### src/rtl/sparse_index_encoder_pkg.sv
// Shared types and helpers for the sparse index encoder.
// Used by sparse_index_encoder (optional SIE_POPCNT_EN popcount) and lsb_priority_enc.
package sie_pkg;

  typedef enum logic [0:0] {
    IDLE = 1'b0,
    SCAN = 1'b1
  } sie_state_e;

  // Index width for a WIDTH-bit mask; a 2-bit mask still needs one index bit.
  function automatic int idx_width(input int width);
    return (width <= 2) ? 1 : $clog2(width);
  endfunction

endpackage

### src/rtl/sparse_index_encoder_lsb_priority_enc.sv
// Combinational lowest-set-bit encoder: index, any-bit-set and exactly-one-bit-set flags.
module lsb_priority_enc
  import sie_pkg::*;
#(
  parameter int WIDTH = 32,
  parameter int IDX_W = idx_width(WIDTH)
) (
  input  logic [WIDTH-1:0] i_vec,
  output logic [IDX_W-1:0] o_idx,
  output logic             o_found,
  output logic             o_single
);

  logic [IDX_W-1:0] w_idx;

  // Scanning downward lets the lowest set bit overwrite any higher one.
  always_comb begin
    w_idx = {IDX_W{1'b0}};
    for (int k = WIDTH - 1; k >= 0; k--) begin
      w_idx = i_vec[k] ? IDX_W'(k) : w_idx;
    end
  end

  assign o_idx    = w_idx;
  assign o_found  = |i_vec;
  assign o_single = o_found && ((i_vec & (i_vec - WIDTH'(1))) == {WIDTH{1'b0}});

endmodule

### src/rtl/sparse_index_encoder.sv
// Sequential zero-skipping priority encoder: streams the index of every set mask bit, lowest first.
// Optional macro SIE_POPCNT_EN adds count_o, the popcount of the mask being scanned.
module sparse_index_encoder
  import sie_pkg::*;
#(
  parameter int WIDTH = 32,
  parameter int IDX_W = idx_width(WIDTH)
) (
  input  logic             clk_i,
  input  logic             rst_ni,
  input  logic             mask_valid_i,
  input  logic [WIDTH-1:0] mask_i,
  output logic             mask_ready_o,
  output logic             idx_valid_o,
  output logic [IDX_W-1:0] idx_o,
  output logic             idx_last_o,
  input  logic             idx_ready_i,
  output logic             empty_o
`ifdef SIE_POPCNT_EN
  ,
  output logic [IDX_W:0]   count_o
`endif
);

  sie_state_e       r_state, w_next_state;
  logic [WIDTH-1:0] r_mask, w_next_mask;
  logic             r_empty, w_next_empty;
  logic [IDX_W-1:0] w_idx;
  logic             w_found;
  logic             w_single;
  logic             w_idx_hs;
  logic             w_mask_hs;

  lsb_priority_enc #(
    .WIDTH (WIDTH),
    .IDX_W (IDX_W)
  ) u_enc (
    .i_vec    (r_mask),
    .o_idx    (w_idx),
    .o_found  (w_found),
    .o_single (w_single)
  );

  // Outputs decode only r_state/r_mask, so nothing from mask_i reaches idx_o.
  assign idx_valid_o  = (r_state == SCAN) && w_found;
  assign idx_o        = w_idx;
  assign idx_last_o   = idx_valid_o && w_single;
  assign empty_o      = r_empty;
  assign mask_ready_o = (r_state == IDLE) ? 1'b1 : (idx_last_o && idx_ready_i);
  assign w_idx_hs     = idx_valid_o && idx_ready_i;
  assign w_mask_hs    = mask_valid_i && mask_ready_o;

  // Next-state: retire the reported bit, then let an accepted mask override.
  always_comb begin
    w_next_state = r_state;
    w_next_mask  = r_mask;
    w_next_empty = 1'b0;
    if (w_idx_hs) begin
      w_next_mask  = r_mask & (r_mask - WIDTH'(1));
      w_next_state = idx_last_o ? IDLE : SCAN;
    end else begin
      w_next_mask  = r_mask;
    end
    if (w_mask_hs) begin
      if (mask_i != {WIDTH{1'b0}}) begin
        w_next_mask  = mask_i;
        w_next_state = SCAN;
      end else begin
        w_next_mask  = {WIDTH{1'b0}};
        w_next_state = IDLE;
        w_next_empty = 1'b1;
      end
    end else begin
      w_next_empty = 1'b0;
    end
  end

  // State, mask and empty-pulse registers.
  always_ff @(posedge clk_i or negedge rst_ni) begin
    if (!rst_ni) begin
      r_state <= IDLE;
      r_mask  <= {WIDTH{1'b0}};
      r_empty <= 1'b0;
    end else begin
      r_state <= w_next_state;
      r_mask  <= w_next_mask;
      r_empty <= w_next_empty;
    end
  end

`ifdef SIE_POPCNT_EN
  logic [IDX_W:0] r_count;
  logic [IDX_W:0] w_popcnt;

  // Population count of the incoming mask, captured only on acceptance.
  always_comb begin
    w_popcnt = {(IDX_W + 1){1'b0}};
    for (int k = 0; k < WIDTH; k++) begin
      w_popcnt = w_popcnt + {{IDX_W{1'b0}}, mask_i[k]};
    end
  end

  // Count register; a zero mask yields a popcount of zero naturally.
  always_ff @(posedge clk_i or negedge rst_ni) begin
    if (!rst_ni) begin
      r_count <= {(IDX_W + 1){1'b0}};
    end else if (w_mask_hs) begin
      r_count <= w_popcnt;
    end else begin
      r_count <= r_count;
    end
  end

  assign count_o = r_count;
`endif

endmodule
### config.mk
export PLATFORM = sky130hd
export DESIGN_NAME = sparse_index_encoder
export DESIGN_NICKNAME = d
export VERILOG_FILES = /design/src/rtl/sparse_index_encoder_pkg.sv /design/src/rtl/sparse_index_encoder_lsb_priority_enc.sv /design/src/rtl/sparse_index_encoder.sv
export SDC_FILE = /design/constraint.sdc
export NUM_CORES = 1
export LEC_CHECK = 0
export CORE_ASPECT_RATIO = 0.6
export CORE_UTILIZATION = 27
export CTS_CLUSTER_DIAMETER = 150
export DETAILED_ROUTE_END_ITERATION = 7
export PLACE_DENSITY_LB_ADDON = 0.3
export SLEW_MARGIN = 20
export SYNTH_ARGS = -nofsm -noshare
export SYNTH_HDL_FRONTEND = slang
export SYNTH_SLANG_ARGS = --single-unit
### constraint.sdc
create_clock -name clk_i -period 3.2 [get_ports clk_i]
set_clock_uncertainty 0.05 [all_clocks]
set_input_delay 0.64 -clock clk_i [delete_from_list [all_inputs] [get_ports clk_i]]
set_output_delay 0.64 -clock clk_i [all_outputs]
set_load 0.01 [all_outputs]
Word level (Yosys, flattened, before mapping)
Index checks and enable logic that the tools add are counted.
{"block": "classes", "add_sub_neg": 1, "n_reduce_logical": 10, "mux": 42, "bitwise_logic": 1}
{"cell": "2-to-1 mux 5 bit", "n": 32}
{"cell": "2-to-1 mux 32 bit", "n": 3}
{"cell": "AND 32 bit", "n": 1}
{"cell": "logical NOT 32 bit", "n": 1}
{"cell": "nonzero test 32 bit", "n": 1}
{"cell": "OR reduction 32 bit", "n": 1}
{"cell": "subtractor 32 x 1 -> 32 bit, second input constant", "n": 1}
{"cell": "2-to-1 mux 1 bit", "n": 7}
{"cell": "logical AND 1 bit", "n": 6}
{"cell": "nonzero test 2 bit", "n": 1}
{"block": "word_totals", "input_bits": 36, "out_inout_bits": 9, "regBits": 34, "elab_cells": 57}

Depth between registers and ports, before layout
{"block": "logic_depth", "depth_word": 32, "depth_mapped": 10, "depth_no_buf": 7}

Cells and area by module
A second synthesis with hierarchy kept.
{"block": "unflattened", "hier_cells": 290, "area_unflattened_um2": 2424.8}
{"module": "sparse_index_encoder", "area_per_inst_um2": 1684.1, "seq_area_each_um2": 850.8, "n_inst": 1, "cells_each": 175}
{"module": "lsb_priority_enc", "area_per_inst_um2": 740.7, "seq_area_each_um2": 0.0, "n_inst": 1, "cells_each": 115}

Worst setup path before layout
OpenSTA, ideal clock, no wires.
{"block": "synth_path", "path_type": "register to output", "startpoint": "register r_mask[1]", "endpoint": "output port mask_ready_o", "path_stages_with_launch": 9, "n_path_buf": 2, "arrival_ns": 2.623, "t_required_ns": 2.510, "path_slack_ns": -0.113, "path_cell_list": "dfrtp_1 buf_6 or4_1 buf_6 or3_4 maj3_2 o31ai_2 nand4b_1 o31ai_1"}
{"block": "synth_between", "elab_chain_cells": 7, "elab_cells_between_ends": 9, "cone_classes": "add/sub (1); mux (1); bitwise (1); reduce/logical (6)"}
{"item": "start: declaration", "line_no": "sparse_index_encoder.sv:26", "source": "logic [WIDTH-1:0] r_mask, w_next_mask;"}
{"item": "start signal: assignment", "line_no": "sparse_index_encoder.sv:82", "source": "r_mask <= {WIDTH{1'b0}};"}
{"item": "start signal: assignment", "line_no": "sparse_index_encoder.sv:86", "source": "r_mask <= w_next_mask;"}
{"item": "subtractor 32 x 1 -> 32 bit", "line_no": "sparse_index_encoder_lsb_priority_enc.sv:26", "source": "assign o_single = o_found && ((i_vec & (i_vec - WIDTH'(1))) == {WIDTH{1'b0}});"}
{"item": "AND 32 bit", "line_no": "sparse_index_encoder_lsb_priority_enc.sv:26"}
{"item": "logical NOT 32 bit", "line_no": "sparse_index_encoder_lsb_priority_enc.sv:26"}
{"item": "logical AND 1 bit", "line_no": "sparse_index_encoder_lsb_priority_enc.sv:26"}
{"item": "logical AND 1 bit *", "line_no": "sparse_index_encoder.sv:47", "source": "assign idx_last_o = idx_valid_o && w_single;"}
{"item": "logical AND 1 bit *", "line_no": "sparse_index_encoder.sv:49", "source": "assign mask_ready_o = (r_state == IDLE) ? 1'b1 : (idx_last_o && idx_ready_i);"}
{"item": "2-to-1 mux 1 bit *", "line_no": "sparse_index_encoder.sv:49"}
{"item": "end: declaration", "line_no": "sparse_index_encoder.sv:13", "source": "output logic mask_ready_o,"}
Every way passes the cells marked *; elsewhere a longest branch is shown, timed or not.

Worst setup path in the final report
{"block": "layout_path", "startpoint": "register r_mask[0]", "endpoint": "output port mask_ready_o"}
The elaborated chain is that of the path after synthesis.

==> results.md <==
STA:
- After layout, the worst setup slack is -0.3235 ns.
- On the final layout, the worst hold slack is 0.5887 ns.
- Setup repair after global routing could not meet its margin everywhere.
- The relative slew slack is 62.39%.
- The share of the clock period used by the worst path is 110.1%.
- The count of final max-slew check failures is 0.
- The hold violation count in the final report was 0.
- The transition at the pin with the smallest max-transition slack is 0.5593 ns.
- Setup violations remaining at the end of the flow were counted as 33.
- The minimum period implied by the final worst setup slack is 3.523 ns.
- Based on the critical path, the design can be clocked at up to 283.8 MHz.

Clock network:
- The CTS buffer count is 5.
- Counting every sink on the clock net gives 34.
- No sink is reached through more buffers than the 2 on the longest clock path.
- The CTS tree is yes.
- The clock root buffer is sky130_fd_sc_hd__clkbuf_16.
- The H-tree generated during clock tree synthesis spans 2 levels.
- The clock transition at the registers of the reported paths is 0.06 ns.
- The insertion delay to the later sink of the worst-skew pair is 0.29 ns.

Final layout:
- The number of nets in the layout is 431.
- The count of antenna diodes in the layout is 0.
- Once layout is complete, the cells apart from fillers number 526.
- The area growth from synthesis to final layout is 57.79%.
- The summed area of non-filler cells in the final layout is 4209 sq um.
- Once layout is complete, the utilization of the core stands at 44.82%.
- The fraction of final layout cells with drive strength greater than 1 is 41.67%.

Global routing:
- The number of global-route vias before repair is 2685.
- The total routing resource utilization after global routing is 20.53%.
- The first global-routing pass estimated 15360 um of wire.
- For this run the aggregate overflow at the end of global routing stands at 0.
- The maximum number of pins on one net before global-route repair is 35.
- The initial antenna violation count is 0.

Critical path:
- The worst setup path is of the reg2out kind.
- The launch instance of the worst register-to-register path is r_mask[0].
- The required arrival time at the worst endpoint is 2.51 ns.
- The critical path launch point type is a flop.
- For the worst setup path, the data arrival time is 2.83 ns.
- The maximum fanout along the worst path is 5.
- STA classifies the critical path endpoint as an output pin.
- The slack of the worst reg-to-reg path is -0.14 ns.
- The depth of the worst register-to-register path is 14.
- In this run the critical register-to-register path is captured at r_mask[3].

Power and ir drop:
- The combinational power share is 76.3%.
- The sequential cell fraction of total power is 13.1%.
- The highest ir drop seen on vdd is 0.5098 mV.
- The clock network is responsible for 10.6% of the overall power.
- For this design the total switching power over the nets is 0.002260 W.
- The share of total power consumed by net switching is 44.24%.
- The total leakage power is 1.799 nW.
- The power density over cell area is 1214 nW/um^2.
- The cell-internal power is 0.002849 W.

Placed design:
- Counting tap cells, the placed design contains a total of 509 instances.
- The placed standard-cell area is 3810 sq um.
- The count of buffers inserted at the top-level ports is 44.
- Routability-driven placement finished with a final weighted congestion of 0.8858.
- The placed wire-length estimate after detailed placement is 7453 um.

Floorplan:
- In this run the standard cell core region covers 9392 sq um.
- The number of standard-cell rows in the floorplan is 27.
- In this run the horizontal extent of the chip is 130.3 um.
- The I/O pin count is 45.
- The die span in y is 79.00 um.
- For this configuration, the core starts out at a cell density of 28.40%.
- The floorplan step defined a die boundary enclosing 10290 sq um.

Yosys:
- Counting distinct cell types in the post-synthesis netlist gives 54.
- The prevailing post-synth register cell is sky130_fd_sc_hd__dfrtp_1.
- The count of mapped cells out of synthesis is 273.
- The post-synthesis instance area is 2668 sq um.
- The number of nets in the synthesized netlist is 309.
- The warning count from the yosys run is 0.
- Each instance of the synthesized netlist takes up on average 9.771 sq um.
- The number of synthesized flops with an enable pin is 0.
- The part of the Yosys area used for sequential elements is 31.89%.
- The flip-flop and latch count after synthesis is 34.
- Counting flops with an async set or reset pin after synthesis yields a share of 100.0%.

Detailed routing:
- The final layout contains routed wiring with a total length of 10110 um.
- The number of remaining DRC errors is 0.
- The remaining antenna violation count after routing is 0.
- The number of vias per cell is 5.382.
- In the final routed layout, each cell accounts on average for 19.21 um.
- The violation count after the first detailed-route iteration is 221.
- The pre-antenna-repair detailed-routing pass consisted of 4 iterations.
- The total via count after detailed routing is 2831.

Hold path:
- The type of the tightest min-delay check is reg2reg.
- In this run the most critical hold path is launched from r_mask[13].
- The end point of the worst hold path is r_mask[13].
- The worst hold path was traced through 2 stages.

Run status:
- The run finished, with violations left.
- The checks that failed: negative setup slack.

Flow run:
- Across the run, the number of max-cap violations was 0.
critical path, stage by stage, from the launching register on:
cell                       delay, ns
sky130_fd_sc_hd__dfrtp_1        0.38
sky130_fd_sc_hd__or4_4          0.61
sky130_fd_sc_hd__or3_4          0.37
sky130_fd_sc_hd__maj3_2         0.34
sky130_fd_sc_hd__o31ai_4        0.19
sky130_fd_sc_hd__nand4b_1       0.22
sky130_fd_sc_hd__o31ai_4        0.26
sky130_fd_sc_hd__buf_2          0.18
power groups by stage:
stage	sequential, W	clock (W)	combinational [W]
floorplan	0.000647	0	0.00192
global placement	0.000656	0	0.00337
detailed placement	0.000656	0	0.00341
CTS	0.000657	0.000549	0.00373
global route	0.000681	0.000566	0.00416
finish	0.000667	0.000542	0.00390
metal layers:
| layer | global-route usage [%] | share of wire, % |
|---|---|---|
| met3 | 4.111 | 8.8 |
| met1 | 34.42 | 54 |
| met5 | 0 | 0 |
| met2 | 25.11 | 36 |
| met4 | 4.535 | 0.79 |
cell usage after synthesis (4+ instances only):
library cell                number  area (sq um)
sky130_fd_sc_hd__o2bb2ai_2      24         360.4
sky130_fd_sc_hd__o21ai_0        28         140.1
sky130_fd_sc_hd__or3_1           5         31.28
sky130_fd_sc_hd__nand4_1         5         31.28
sky130_fd_sc_hd__nand2_1        11         41.29
sky130_fd_sc_hd__nand3_1         5         25.02
sky130_fd_sc_hd__a32o_1          6         60.06
sky130_fd_sc_hd__a21o_1          4         30.03
sky130_fd_sc_hd__inv_1           7         26.28
sky130_fd_sc_hd__dfrtp_1        34         850.8
sky130_fd_sc_hd__or4_1           5         37.54
sky130_fd_sc_hd__a21oi_1        11         55.05
sky130_fd_sc_hd__nor2_1         17         63.81
sky130_fd_sc_hd__o31ai_1        12         90.09
sky130_fd_sc_hd__nor3b_1         4         30.03
sky130_fd_sc_hd__buf_6           6         67.56
sky130_fd_sc_hd__nor3_1          6         30.03
sky130_fd_sc_hd__nor4_1         11         68.82
sky130_fd_sc_hd__clkbuf_1       12         45.04
sky130_fd_sc_hd__o41ai_1         4         35.03
sky130_fd_sc_hd__buf_2           4         20.02
sky130_fd_sc_hd__nor2b_1         4         25.02
area by class of cell:
type,instances,area (sq um)
fill,893,5182
multi-input combinational,209,1778
timing repair buffer,138,1225
sequential,34,850.8
clock buffer,8,166.4
tap,130,162.7
inverter,7,26.28
how the worst max path moves through the flow:
stage	start	end	slack, ns	cells past startpoint
after floorplan	r_mask[1]	mask_ready_o	0.03	8
after global placement	r_mask[3]	mask_ready_o	-0.47	7
after detailed placement	r_mask[3]	mask_ready_o	-0.59	7
after CTS	r_mask[0]	mask_ready_o	-0.31	7
after global routing	r_mask[0]	idx_last_o	-0.42	10
final	r_mask[0]	mask_ready_o	-0.32	7
sequential cells by signal, indices dropped and copies added, names as in the netlist:
signal and flops:
r_mask 32, empty_o 1, r_state 1
what timing repair did:
action	CTS	global route
gates cloned	2	2
hold buffers	0	0
endpoints found under the setup margin	35	37
pin swaps	11	6
resized for setup	30	12
setup buffers	5	1
endpoints found under the hold margin	0	0
placed cells by master, fill, tap and decap left out, types with 3 or more instances in the layout:
master                            Yosys  final
sky130_fd_sc_hd__clkbuf_8             0      3
sky130_fd_sc_hd__nor3_1               6      6
sky130_fd_sc_hd__o21ai_0             28     25
sky130_fd_sc_hd__o31a_1               3      3
sky130_fd_sc_hd__a21oi_1             11     11
sky130_fd_sc_hd__a32o_1               6      6
sky130_fd_sc_hd__buf_4                0     85
sky130_fd_sc_hd__o31ai_4              0      4
sky130_fd_sc_hd__nand2_1             11     11
sky130_fd_sc_hd__nor3b_1              4      3
sky130_fd_sc_hd__dfrtp_1             34     34
sky130_fd_sc_hd__o21ai_1              2      4
sky130_fd_sc_hd__nor2_1              17     16
sky130_fd_sc_hd__or4_4                1      5
sky130_fd_sc_hd__nor4_4               3      3
sky130_fd_sc_hd__or3_1                5      4
sky130_fd_sc_hd__o31ai_1             12      9
sky130_fd_sc_hd__a21o_1               4      4
sky130_fd_sc_hd__nand4_1              5      5
sky130_fd_sc_hd__clkdlybuf4s50_1      0     38
sky130_fd_sc_hd__o41ai_1              4      4
sky130_fd_sc_hd__buf_6                6      4
sky130_fd_sc_hd__clkbuf_16            0      7
sky130_fd_sc_hd__or2_2                3      3
sky130_fd_sc_hd__nand3_1              5      5
sky130_fd_sc_hd__nor2b_1              4      3
sky130_fd_sc_hd__inv_1                7      7
sky130_fd_sc_hd__o2bb2ai_2           24     24
sky130_fd_sc_hd__nor4_1              11     11
logic make-up after synthesis:
family / count (synthesis) / synth area share [%]
flops: 34 / 31.90
fa+ha+maj: 3 / 1.173
buf+inv: 30 / 6.097
compound gates: 112 / 37.38
simple gates: 94 / 23.45
stage by stage:
step	total power, W	TNS (ns)	setup slack [ns]
after floorplan	0.002564	0	0.02601
after global placement	0.004024	-2.713	-0.4667
after detailed placement	0.004068	-5.769	-0.5869
after CTS	0.004939	-0.6701	-0.3090
after global routing	0.005411	-7.337	-0.4182
final	0.005109	-3.487	-0.3235
Power figures use the tool's default switching activity.
==> RTL edit: new RTL, same settings <==
The option `SIE_POPCNT_EN` is turned on by a define.
--- a/src/rtl/sparse_index_encoder.sv
+++ b/src/rtl/sparse_index_encoder.sv
@@ -1,5 +1,7 @@
 // Sequential zero-skipping priority encoder: streams the index of every set mask bit, lowest first.
 // Optional macro SIE_POPCNT_EN adds count_o, the popcount of the mask being scanned.
+`define SIE_POPCNT_EN
+
 module sparse_index_encoder
   import sie_pkg::*;
 #(
Check against the original RTL (old outputs only; new: count_o): equivalent (equiv_simple and equiv_induct, registers matched by name and starting in step).
==> RTL edit against the original RTL <==
  * The run still ends with setup timing left
  * Final area is 18% higher
  * Worst setup slack got worse by 1.4 ns
  * Sequential share of layout area about the same
  * Sequential cell count is 6 higher
  * Routed wire length rose by 15%
  * Synthesized area grew 30%
  * Critical endpoint is now count_o[4]
  * Highest routed layer unchanged
Power is not shown: default switching activity piles up to over one toggle a cycle in this logic, so the estimate is an artifact.
==> RTL edit: results (changes against the original RTL) <==
| Metric | Value |
|---|---|
| Worst Hold Class | `in -> async` |
| Slew HR | `36.25% (-26 points)` |
| Clock-pin slew on the worst setup and hold paths | `0.06 ns (about the same)` |
| Global placer's final weighted congestion | `0.8843 (-0.17%)` |
| First-pass DRT Iterations | `4 (unchanged)` |
| Most flops, register | `r_mask` |
| Final setup vio count | `8 (-76%)` |
| CTS Root Cell | `clkbuf_16` |
| Pin count of the biggest net entering global routing | `41 (+17%)` |
| Via Count | `3417 (+21%)` |
| Routed wire length per instance | `17.00 µm (-12%)` |
| Layout Nets | `583 (+35%)` |
| Initial antenna violation count | `0 (unchanged)` |
| Min setup slack post-route | `-1.725 ns (-1.402 ns)` |
| CTS Buf Count | `5 (unchanged)` |
| Ys async rst share | `100.0% (unchanged)` |
| Global-route usage over all layers | `18.47% (-2.1 points)` |
| CP Max Fanout | `2 (-3)` |
| Post-DP Area | `0.004657 mm² (+22%)` |
| Synth top area cells | `dfrtp_1 (29%), fa_1 (14%), inv_1 (6.2%)` |
| Pre-CTS WS | `-2.430 ns (-1.843 ns)` |
| Insertion delay to the later sink of the worst-skew pair | `0.28 ns` |
| Part of the Yosys area used for sequential elements | `28.96% (-2.9 points)` |
| Hpwl dp | `9.490 mm (+27%)` |
| Commonest cells in the netlist | `inv_1 (57), dfrtp_1 (40), nor2_1 (28), o21ai_0 (27), fa_1 (24)` |
| Global-route wire length before repair | `18.60 mm (+21%)` |
| I/O Buffers | `50 (+14%)` |
| Max-Cap Viols | `0 (unchanged)` |
| Arrival @ worst endpoint | `5.05 ns (+2.22 ns)` |
| Synth Warn # | `0 (unchanged)` |
| Violated checks | `setup timing` |
| Number of flip-flops in the largest register | `32 (unchanged)` |
| H-tree depth | `2 (unchanged)` |
| Status | `finished, violations left` |
| Antenna cells | `0 (unchanged)` |
| Layout cell share with drive strength beyond 1 | `29.26% (-12 points)` |
| Library cells used by synthesis | `61 (+13%)` |
| Syn Nets | `461 (+49%)` |
| Fill cells | `1260 (+41%)` |
| DR iter-0 viols | `211 (-4.5%)` |
[RTL edit: cell count changes after synthesis, moves of 6 or more]
| cell | unedited run | this run |
|---|---|---|
| o211ai_1 | 0 | 14 |
| ha_1 | 0 | 8 |
| o2bb2ai_2 | 24 | 0 |
| dfrtp_1 | 34 | 40 |
| nand3_1 | 5 | 14 |
| fa_1 | 0 | 24 |
| nor2_1 | 17 | 28 |
| o21ai_1 | 2 | 10 |
| a32o_1 | 6 | 0 |
| nand2_1 | 11 | 21 |
| inv_1 | 7 | 57 |
[RTL edit: metrics by stage]
step | TNS [ns] | std cells | utilization (%)
5_1_grt | -10.34 | 681 | 40.54
4_1_cts | -9.440 | 677 | 39.99
6_report | -9.390 | 681 | 40.54
3_3_place_gp | -13.33 | 662 | 38.00
2_1_floorplan | -9.083 | 393 | -
3_5_place_dp | -13.75 | 662 | 38.00
[RTL edit: worst max-delay path: stages]
cell	delay, ns
buf_2	0.12
fa_1	0.51
inv_1	0.05
fa_1	0.47
inv_1	0.05
fa_1	0.46
fa_1	0.52
fa_1	0.53
inv_2	0.04
fa_1	0.46
inv_2	0.08
ha_4	0.13
inv_2	0.04
fa_2	0.35
inv_2	0.06
a21o_1	0.11
a21oi_2	0.05
xnor2_1	0.12
mux2_4	0.26
[RTL edit: cells by family (layout without fill, tap and decap cells)]
family                     count (synthesis)  after routing  synth area share, %
xor gates and xnor gates                   3              3               0.7605
muxes                                      9              9                3.331
DFF                                       40             40                28.96
and+or+nand+nor                          118            118                19.08
buffers and inverters                     83            206                9.993
AOI/OAI and AO/OA                        107            107                20.78
adders and majority gates                 33             33                17.09
[RTL edit: what timing repair did]
item	CTS	global route
setup endpoints to repair	11	44
gates resized for setup	76	22
buffers inserted	8	4
pin swaps	24	18
[RTL edit: layout make-up]
cell class | instances | area [µm²] | share of cell area (%)
multi-input combinational | 270 | 2208 | 44.45
timing repair buffer | 141 | 1164 | 23.42
sequential | 40 | 1005 | 20.22
inverter | 57 | 214.0 | 4.306
tap | 165 | 206.4 | 4.155
clock buffer | 5 | 125.1 | 2.518
clock inverter | 3 | 46.29 | 0.9318
[RTL edit: worst paths after layout]
kind | startpoint | end | slack [ns] | cells past startpoint
setup / recovery | mask_i[13] | count_o[4] | -1.73 | 19
hold / removal | rst_ni | r_mask[24] | 0.44 | 1
setup reg to reg | r_mask[8] | r_state | 0.31 | 11
hold reg to reg | count_o[3] | count_o[3] | 0.47 | 1
max in group asynchronous | rst_ni | r_mask[28] | 2.04 | 1
min in group clk_i | count_o[3] | count_o[3] | 0.47 | 1
[RTL edit: layer usage]
layer | vias to the layer above | wire length, µm | global-route usage, %
met5 | - | 0 | 0
li1 | 1642 | - | -
met3 | 9 | 724 | 2.879
met2 | 135 | 4273 | 24.88
met4 | 0 | 143 | 4.873
met1 | 1631 | 6434 | 29.58
